## config.mk

```make
export PLATFORM = sky130hd
export DESIGN_NAME = xor_stream_cipher_flat
export DESIGN_NICKNAME = d
export VERILOG_FILES = /design/src/rtl/xor_stream_cipher_if.sv /design/src/rtl/xor_stream_cipher.sv /design/src/flat_wrapper.sv
export SDC_FILE = /design/constraint.sdc
export NUM_CORES = 1
export LEC_CHECK = 0
export CAP_MARGIN = 20
export CORE_MARGIN = 3
export CORE_UTILIZATION = 50
export CTS_CLUSTER_DIAMETER = 120
export DETAILED_ROUTE_END_ITERATION = 8
export GPL_ROUTABILITY_DRIVEN = 0
export PLACE_DENSITY = 0.65
export SLEW_MARGIN = 20
export SYNTH_ARGS = -nofsm -noshare
export SYNTH_HDL_FRONTEND = slang
export SYNTH_SLANG_ARGS = --single-unit
```

## constraint.sdc

```tcl
create_clock -name clk -period 8.5 [get_ports clk]
set_input_delay 1.7 -clock clk [delete_from_list [all_inputs] [get_ports clk]]
set_output_delay 1.7 -clock clk [all_outputs]
set_load 0.03 [all_outputs]
```

## src/rtl/xor_stream_cipher_if.sv

```systemverilog
// Streaming XOR cipher bus: key/message input beats and cipher output status.
interface xor_stream_cipher_if #(
    parameter int unsigned DATA_W = 1
);
    logic              ena;
    logic [DATA_W-1:0] iData_in;
    logic              iKey_flag;
    logic              iMsg_flag;
    logic [1:0]        iMode;
    logic [DATA_W-1:0] oData_out;
    logic              oData_valid;
    logic              oKey_loaded;
    logic              oBusy;
    logic              oDone;
    logic              oError;

    // Source of key/message beats; observes cipher results.
    modport master (
        output ena, iData_in, iKey_flag, iMsg_flag, iMode,
        input  oData_out, oData_valid, oKey_loaded, oBusy, oDone, oError
    );

    // The cipher itself.
    modport slave (
        input  ena, iData_in, iKey_flag, iMsg_flag, iMode,
        output oData_out, oData_valid, oKey_loaded, oBusy, oDone, oError
    );
endinterface

```

## src/rtl/xor_stream_cipher.sv

```systemverilog
// Streaming XOR cipher: serial key load, then per-beat XOR of message beats
// against a rotating key chunk (repeat, autokey-encrypt or autokey-decrypt).
module xor_stream_cipher #(
    parameter int unsigned MSG_SIZE = 64,
    parameter int unsigned KEY_SIZE = 16,
    parameter int unsigned DATA_W   = 1
) (
    input  logic               clk,
    input  logic               rst,
    xor_stream_cipher_if.slave bus
);

    localparam int unsigned KB     = KEY_SIZE / DATA_W;
    localparam int unsigned MB     = MSG_SIZE / DATA_W;
    localparam int unsigned KCNT_W = $clog2(KB) + 1;
    localparam int unsigned MCNT_W = $clog2(MB) + 1;
    localparam int unsigned IDX_W  = (KB > 1) ? $clog2(KB) : 1;

    localparam logic [1:0] MODE_REPEAT   = 2'b00;
    localparam logic [1:0] MODE_AUTO_ENC = 2'b01;
    localparam logic [1:0] MODE_AUTO_DEC = 2'b10;

    typedef enum logic [2:0] {
        S_IDLE,
        S_LOAD_KEY,
        S_KEY_READY,
        S_STREAM,
        S_DONE
    } state_t;

    state_t              state_q;
    logic [KEY_SIZE-1:0] key_q;
    logic [KEY_SIZE-1:0] wkey_q;
    logic [KCNT_W-1:0]   kcnt_q;
    logic [MCNT_W-1:0]   mcnt_q;
    logic [IDX_W-1:0]    kidx_q;
    logic [1:0]          mode_q;
    logic [DATA_W-1:0]   data_q;
    logic                valid_q;
    logic                key_loaded_q;
    logic                busy_q;
    logic                done_q;
    logic                error_q;

    logic                frame_start;
    logic                both_flags;
    logic [KEY_SIZE-1:0] src_key;
    logic [IDX_W-1:0]    idx;
    logic [31:0]         sh;
    logic [DATA_W-1:0]   chunk;
    logic [DATA_W-1:0]   new_chunk;
    logic [DATA_W-1:0]   beat_d;
    logic [KEY_SIZE-1:0] mask;
    logic [KEY_SIZE-1:0] wkey_d;
    logic [KEY_SIZE-1:0] key_d;
    logic [IDX_W-1:0]    kidx_d;
    logic [MCNT_W-1:0]   mcnt_d;
    logic [KCNT_W-1:0]   kcnt_d;
    logic [1:0]          mode_d;
    logic                last_beat;
    logic                key_full;

    // Datapath for the beat presented this cycle; the FSM decides whether to commit it.
    always_comb begin
        both_flags  = bus.iKey_flag & bus.iMsg_flag;
        frame_start = (state_q == S_KEY_READY);

        // A new frame works from a fresh copy of the held key, starting at chunk 0.
        src_key = frame_start ? key_q : wkey_q;
        idx     = frame_start ? IDX_W'(0) : kidx_q;
        mode_d  = mode_q;
        if (frame_start) begin
            mode_d = (bus.iMode == 2'b11) ? MODE_REPEAT : bus.iMode;
        end

        // Chunk 0 sits at the MSB end of the key.
        sh     = KEY_SIZE - DATA_W - (DATA_W * 32'(idx));
        chunk  = DATA_W'(src_key >> sh);
        beat_d = bus.iData_in ^ chunk;

        new_chunk = chunk;
        case (mode_d)
            MODE_AUTO_ENC: new_chunk = beat_d;
            MODE_AUTO_DEC: new_chunk = bus.iData_in;
            default:       new_chunk = chunk;
        endcase

        mask   = KEY_SIZE'({DATA_W{1'b1}}) << sh;
        wkey_d = (src_key & ~mask) | (KEY_SIZE'(new_chunk) << sh);

        kidx_d = (idx == IDX_W'(KB - 1)) ? IDX_W'(0) : idx + IDX_W'(1);

        mcnt_d    = frame_start ? MCNT_W'(1) : mcnt_q + MCNT_W'(1);
        last_beat = (mcnt_d == MCNT_W'(MB));

        // Key beats enter at the LSB end so the first beat ends up at the MSB.
        key_d    = (key_q << DATA_W) | KEY_SIZE'(bus.iData_in);
        kcnt_d   = (state_q == S_LOAD_KEY) ? kcnt_q + KCNT_W'(1) : KCNT_W'(1);
        key_full = (kcnt_d == KCNT_W'(KB));
    end

    // Control FSM with registered outputs; ena low freezes everything but the pulses.
    always_ff @(posedge clk or posedge rst) begin
        if (rst) begin
            state_q      <= S_IDLE;
            key_q        <= '0;
            wkey_q       <= '0;
            kcnt_q       <= '0;
            mcnt_q       <= '0;
            kidx_q       <= '0;
            mode_q       <= MODE_REPEAT;
            data_q       <= '0;
            valid_q      <= 1'b0;
            key_loaded_q <= 1'b0;
            busy_q       <= 1'b0;
            done_q       <= 1'b0;
            error_q      <= 1'b0;
        end else if (!bus.ena) begin
            valid_q <= 1'b0;
            done_q  <= 1'b0;
        end else begin
            valid_q <= 1'b0;
            done_q  <= 1'b0;
            if (both_flags) begin
                // Ambiguous beat: reject it and leave the state alone.
                error_q <= 1'b1;
            end else if (bus.iKey_flag &&
                         (state_q inside {S_IDLE, S_LOAD_KEY, S_KEY_READY})) begin
                key_q <= key_d;
                if (key_full) begin
                    state_q      <= S_KEY_READY;
                    kcnt_q       <= '0;
                    key_loaded_q <= 1'b1;
                    error_q      <= 1'b0;
                end else begin
                    state_q      <= S_LOAD_KEY;
                    kcnt_q       <= kcnt_d;
                    key_loaded_q <= 1'b0;
                end
            end else begin
                case (state_q)
                    S_IDLE: begin
                        if (bus.iMsg_flag) begin
                            error_q <= 1'b1;
                        end
                    end
                    S_LOAD_KEY: begin
                        // Key flag dropped early: the partial key is useless.
                        state_q      <= S_IDLE;
                        kcnt_q       <= '0;
                        key_loaded_q <= 1'b0;
                        if (bus.iMsg_flag) begin
                            error_q <= 1'b1;
                        end
                    end
                    S_KEY_READY, S_STREAM: begin
                        if (bus.iMsg_flag) begin
                            data_q  <= beat_d;
                            valid_q <= 1'b1;
                            wkey_q  <= wkey_d;
                            kidx_q  <= kidx_d;
                            mcnt_q  <= mcnt_d;
                            mode_q  <= mode_d;
                            if (last_beat) begin
                                state_q <= S_DONE;
                                busy_q  <= 1'b0;
                                done_q  <= 1'b1;
                            end else begin
                                state_q <= S_STREAM;
                                busy_q  <= 1'b1;
                            end
                        end else if (bus.iKey_flag) begin
                            error_q <= 1'b1;
                        end
                    end
                    S_DONE: begin
                        // Needs one flag-low cycle before the next frame can start.
                        if (bus.iMsg_flag) begin
                            error_q <= 1'b1;
                        end else begin
                            state_q <= S_KEY_READY;
                        end
                    end
                    default: begin
                        state_q <= S_IDLE;
                    end
                endcase
            end
        end
    end

    assign bus.oData_out   = data_q;
    assign bus.oData_valid = valid_q;
    assign bus.oKey_loaded = key_loaded_q;
    assign bus.oBusy       = busy_q;
    assign bus.oDone       = done_q;
    assign bus.oError      = error_q;

endmodule

```

## src/flat_wrapper.sv

```systemverilog
// flat-port wrapper written by rule: the top's interface ports become plain ports
module xor_stream_cipher_flat 
#(
    parameter int unsigned MSG_SIZE = 64,
    parameter int unsigned KEY_SIZE = 16,
    parameter int unsigned DATA_W   = 1
)
  (clk, rst, bus_ena, bus_iData_in, bus_iKey_flag, bus_iMsg_flag, bus_iMode, bus_oData_out, bus_oData_valid, bus_oKey_loaded, bus_oBusy, bus_oDone, bus_oError);
  xor_stream_cipher_if #(.DATA_W(DATA_W)) bus_i ();
  input  logic clk;
  input  logic rst;
  input wire logic [$bits(bus_i.ena)-1:0] bus_ena;
  input wire logic [$bits(bus_i.iData_in)-1:0] bus_iData_in;
  input wire logic [$bits(bus_i.iKey_flag)-1:0] bus_iKey_flag;
  input wire logic [$bits(bus_i.iMsg_flag)-1:0] bus_iMsg_flag;
  input wire logic [$bits(bus_i.iMode)-1:0] bus_iMode;
  output wire logic [$bits(bus_i.oData_out)-1:0] bus_oData_out;
  output wire logic [$bits(bus_i.oData_valid)-1:0] bus_oData_valid;
  output wire logic [$bits(bus_i.oKey_loaded)-1:0] bus_oKey_loaded;
  output wire logic [$bits(bus_i.oBusy)-1:0] bus_oBusy;
  output wire logic [$bits(bus_i.oDone)-1:0] bus_oDone;
  output wire logic [$bits(bus_i.oError)-1:0] bus_oError;
  assign bus_i.ena = bus_ena;
  assign bus_i.iData_in = bus_iData_in;
  assign bus_i.iKey_flag = bus_iKey_flag;
  assign bus_i.iMsg_flag = bus_iMsg_flag;
  assign bus_i.iMode = bus_iMode;
  assign bus_oData_out = bus_i.oData_out;
  assign bus_oData_valid = bus_i.oData_valid;
  assign bus_oKey_loaded = bus_i.oKey_loaded;
  assign bus_oBusy = bus_i.oBusy;
  assign bus_oDone = bus_i.oDone;
  assign bus_oError = bus_i.oError;
  xor_stream_cipher #(.MSG_SIZE(MSG_SIZE), .KEY_SIZE(KEY_SIZE), .DATA_W(DATA_W)) u_core (.clk(clk), .rst(rst), .bus(bus_i));
endmodule
```

# Word-level counts from Yosys, hierarchy flattened

Cells that the tools add are included.

Register bits after elaboration: 59
Input bits: 8
Output and inout bits: 6
Word-level logic and storage cells: 96

Add/subtract/negate cells: 4
Equality and inequality tests: 17
Shift operators: 3
Muxes and demuxes: 39
Bitwise operators: 8
Reduce and logical (&&, ||, !) cells: 12

Operators with widths:

| kind                  | count |
|---|---|
| $shl 1x32->16         | 1 |
| $shl 1x32->16 const A | 1 |
| $shr 16x32->1         | 1 |
| $mux 1                | 21 |
| $mux 5                | 4 |
| $and 16x16->16        | 1 |
| $mux 16               | 1 |
| $not 16->16           | 1 |
| $or 16x1->16          | 1 |
| $or 16x16->16         | 1 |
| $mux 3                | 4 |
| $reduce_and 5->1      | 2 |
| $pmux 3 s3            | 1 |
| $mux 4                | 2 |
| $ne 4x2->1 const B    | 2 |
| $add 7x1->7 const B   | 1 |
| $eq 7x7->1 const B    | 1 |
| $mux 7                | 1 |
| $eq 3x2->1 const B    | 2 |
| $mux 2                | 3 |
| $ne 3x2->1 const B    | 2 |
| $reduce_and 3->1      | 2 |
| $reduce_and 6->1      | 1 |
| $add 5x1->5 const B   | 1 |
| 22 further kinds      | 25 |

# Depth between registers and ports, before layout

Depth in word-level cells: 9
Mapped depth: 14
Gate-level depth less buffers: 10

# Least setup slack after synthesis

No wires, ideal clock.

Path kind: in2reg
Start point: input port bus_iMode[1]
End point: register u_core.wkey_q[2]
Library setup time: 0.140 ns
Arrival: 3.166 ns
Data required time: 8.360 ns
Setup slack: 5.194 ns
Stages: 8
Buffers on the path: 1
Cell sequence: nor3b_1 > a21oi_1 > inv_1 > ha_1 > a211o_1 > mux2i_2 > buf_6 > o41ai_4

Word-level cells in the longest chain between the ends: 7
Elaborated cells on any way between the ends: 8
Those cells by class: eq/ne (3); shift (1); mux (3); bitwise (1)

Ends and longest elaborated chain:

| what                                     | RTL line                 | source |
|---|---|---|
| start: declaration                       | flat_wrapper.sv:16       | `input wire logic [$bits(bus_i.iMode)-1:0] bus_iMode;` |
| $eq 2x2->1                               | xor_stream_cipher.sv:73  | `mode_d = (bus.iMode == 2'b11) ? MODE_REPEAT : bus.iMode;` |
| $mux 2 *                                 | xor_stream_cipher.sv:73  |  |
| $mux 2 *                                 | xor_stream_cipher.sv:72  | `if (frame_start) begin` |
| named net u_core.mode_d[1]               | xor_stream_cipher.sv:59  | `logic [1:0] mode_d;` |
| $eq 2x2->1 or $eq 2x1->1 (tied branches) | xor_stream_cipher.sv:82  | `case (mode_d)` |
| $pmux 1 s2 *                             | xor_stream_cipher.sv:82  |  |
| $shl 1x32->16 *                          | xor_stream_cipher.sv:89  | `wkey_d = (src_key & ~mask) \| (KEY_SIZE'(new_chunk) << sh);` |
| $or 16x16->16 *                          | xor_stream_cipher.sv:89  |  |
| end signal: assignment                   | xor_stream_cipher.sv:160 | `wkey_q <= wkey_d;` |
| end: declaration                         | xor_stream_cipher.sv:33  | `logic [KEY_SIZE-1:0] wkey_q;` |

The timed path passes the listed nets; every way through them passes the cells marked *.
A chain may end at the register's enable or synchronous reset.

# Worst setup path after layout

Start point: input port bus_iKey_flag
End point: register u_core.wkey_q[7]

Word-level cells in the longest chain between the ends: 3
Elaborated cells on any way between the ends: 5
Those cells by class: bitwise (3); reduce/logical (2)

Ends and longest elaborated chain:

| what                                             | RTL line                                          | source |
|---|---|---|
| start: declaration                               | flat_wrapper.sv:14                                | `input wire logic [$bits(bus_i.iKey_flag)-1:0] bus_iKey_flag;` |
| $and 1x1->1 or $logic_and 1x1->1 (tied branches) | xor_stream_cipher.sv:65, xor_stream_cipher.sv:127 |  |
| $not 1->1 (no line)                              | --                                                |  |
| $reduce_and 5->1 (no line) *                     | --                                                |  |

Mark *: on every way between the ends. The rest lies on a longest branch, timed or not.

==> summary.txt <==
Logic synthesis
  • Post-Syn Area: 0.00333 mm2
  • Post-synthesis simple-gate area fraction: 20.3%
  • Post-synth EDFFs: 0
  • XOR/XNOR Fraction of Synth Area: 1.05%
  • Post-synthesis mux area share: 5.04%
  • Largest family of logic cells by synthesized area: compound AO/OA/AOI/OAI gates
  • Most used DFF post-synth: dfrtp_1
  • Adder-Cell Fraction of Synth Area: 3.01%
  • Yosys reg bits: 59
  • Leading area contributor after synthesis: dfrtp_1
  • Yosys cell types: 48
  • Seq/Total Area, Yosys: 44.3%
  • Async SR Flop Fraction: 100%
  • Cells after Synth: 373
  • Mapped Nets: 389
  • Area contributors post-synth: dfrtp_1 (44%), nand2_1 (7.9%), a21oi_1 (4.7%)
  • Syn avg cell area: 8.93 um2
  • Post-synth top area share: 44.3%
  • Compound-gate portion of the synthesized area: 21.9%
  • Syn. warnings: 0

Timing
  • Max Freq: 0.248 GHz
  • Slew Limit Fails: 0
  • RSZ-0062 raised after global routing: no
  • Endpoints failing setup: 0
  • Worst Max-Slew Pin Slew: 0.970 ns
  • Fin crit share: 47.5%
  • Clock Skew: 0.00797 ns
  • Tmin final: 4.03 ns
  • Slew HR: 34.1%
  • Hold Violations, Final: 0
  • Setup_tns: 0 ns
  • Min setup slack post-route: 4.47 ns

Routing
  • WL per Instance: 16.5 um
  • DRT Pass-1 Iters: 6
  • Iter 0 DRT Violations: 140
  • Via/cell ratio: 6.01
  • DR vias: 2765
  • Post-route ant nets: 0
  • Routed WL: 7.58 mm
  • Drt drc: 0

Final layout
  • Most common cell after layout, fill and taps aside: nand2_1
  • Area delta synth->final: 10.6%
  • Fin util: 57.7%
  • Layout Cells excl Fill: 460
  • N_diodes: 0
  • Layout cell share with drive strength beyond 1: 9.14%
  • Post-layout net count: 395
  • Most frequent cells in the layout: nand2_1 (70), dfrtp_1 (59), a21oi_1 (31)

Clock network
  • Reg clk slew, reported paths: 0.07 ns
  • Clk buf depth: 2
  • Root buffer cell: clkbuf_8
  • H-tree levels: 3
  • TritonCTS clock tree: yes
  • Worst skew pair latency: 0.34 ns
  • # Post-CTS Setup Buffers: 0
  • CTS resizes: 0
  • Clk sinks: 59
  • Total CTS buffers: 9
  • Hold Buf Count CTS: 0

Critical path
  • Setup CP Type: in -> reg
  • Crit path required time: 8.72 ns
  • Slowest cell on crit path: clkdlybuf4s50_1
  • Setup crit end kind: flop
  • WP data arrival: 4.25 ns
  • Setup crit start kind: input port
  • Crit-path max FO: 36
  • Slowest stage delay, CP: 0.56 ns
  • Cells along the critical path: clkdlybuf4s50_1 > nor2b_1 > nand3_1 > buf_4 > inv_1 > nand2_1 > o41ai_1

GRT
  • Global-route wire length before repair: 12.7 mm
  • Vias in the first global route: 2675
  • GR Overflow Total: 0
  • All-Layer GR Usage: 21.4%
  • Pin count of the biggest net entering global routing: 60
  • Antenna violations before repair: 0

Hold path
  • Worst hold path class: reg -> reg

Floorplan
  • Starting Density: 52.1%
  • Core Region: 0.00639 mm2
  • Die Span Y: 87.6 um
  • Std-Cell Rows: 29
  • Die X-Extent: 87.6 um
  • Die Area: 0.00767 mm2
  • Io pins: 14

Job
  • Max-cap viol count: 0

Run status
  • Status: finished clean

Power
  • Peak VDD IR: 0.262 mV
  • P_leak: 0.00162 uW
  • Design Power: 1070 uW
  • Power Dens Cells: 291 mW/mm2

Placement
  • Dpl ws: 4.10 ns
  • Post-Place Cells: 445
  • I/O Buffers: 13
  • DP Wirelength: 5.07 mm
metal layers:
| metal | global-route usage [%] | up-vias | wire (um) |
|---|---|---|---|
| met5 | 0 | - | 0 |
| met4 | 10.2 | 0 | 188 |
| met3 | 5.64 | 16 | 396 |
| met2 | 31.9 | 77 | 3550 |
| met1 | 29.2 | 1332 | 3450 |
| li1 | - | 1340 | - |
cells by family (layout without fill, tap and decap cells):
group | Yosys count | in the layout
AND/OR/NAND/NOR | 143 | 143
XOR/XNOR | 4 | 4
adder cells (fa/ha/maj) | 8 | 8
AO/OA/AOI/OAI | 111 | 111
buffers and inverters | 36 | 46
flip-flops | 59 | 59
multiplexers | 12 | 12
Yosys cell counts, types with 3 or more instances:
library cell  number
nand2_1           70
dfrtp_1           59
a21oi_1           31
o21ai_0           26
clkbuf_1          20
nor2_1            17
inv_1             14
nand3_1           13
o21a_1            12
nor2b_1            9
a31oi_1            8
ha_1               8
nand2b_1           7
nor3b_1            6
o41ai_1            6
mux2_2             5
nor3_1             5
o22ai_1            5
o31ai_1            5
a22o_1             3
a22oi_1            3
and4_1             3
mux2i_1            3
mux4_2             3
or2_2              3
stage by stage:
step	area, um2	hold WS [ns]
final	3680	0.489
after global routing	3680	0.506
after CTS	3680	0.496
after detailed placement	3500	0.479
after global placement	3500	0.474
after floorplan	3330	0.450
power breakdown:
part,total [uW],switching [uW],internal [uW]
clock,245,112,133
sequential,425,83.2,341
combinational,404,239,165
registers in the layout (all words and copies together), names as in the netlist:
name,cells
u_core.state_q,3
u_core.bus.oData_valid,1
u_core.bus.oBusy,1
u_core.bus.oKey_loaded,1
u_core.kidx_q,4
u_core.bus.oDone,1
u_core.key_q,16
u_core.kcnt_q,5
u_core.mcnt_q,7
u_core.bus.oError,1
u_core.wkey_q,16
u_core.bus.oData_out,1
u_core.mode_q,2
cell type report:
class	instances	area [um2]
fillers	599	2700
well taps	77	96.3
flip-flops and latches	59	1480
multi-input cells	278	1720
clock buffers	10	128
repair buffers	17	160
clock inverters	5	55.1
inverters	14	52.6
worst max-delay path: cells and delay by family:
family	cells	cell delay (ns)
and+or+nand+nor	3	0.84
buffers and inverters	3	1.19
AOI/OAI and AO/OA	1	0.51
worst paths after layout:
kind                                         from                 to  slack, ns  depth (start not counted)
worst max-delay path                bus_iKey_flag   u_core.wkey_q[7]       4.47                          7
worst min-delay path            u_core.bus.oError  u_core.bus.oError       0.49                          1
worst max register to register  u_core.state_q[1]   u_core.wkey_q[9]       4.93                          9
worst min register to register  u_core.bus.oError  u_core.bus.oError       0.49                          1
max in group asynchronous                     rst   u_core.wkey_q[9]       6.09                          3
min in group asynchronous                     rst   u_core.kcnt_q[3]       1.89                          3
No activity file was read; power rests on OpenSTA's default activity.
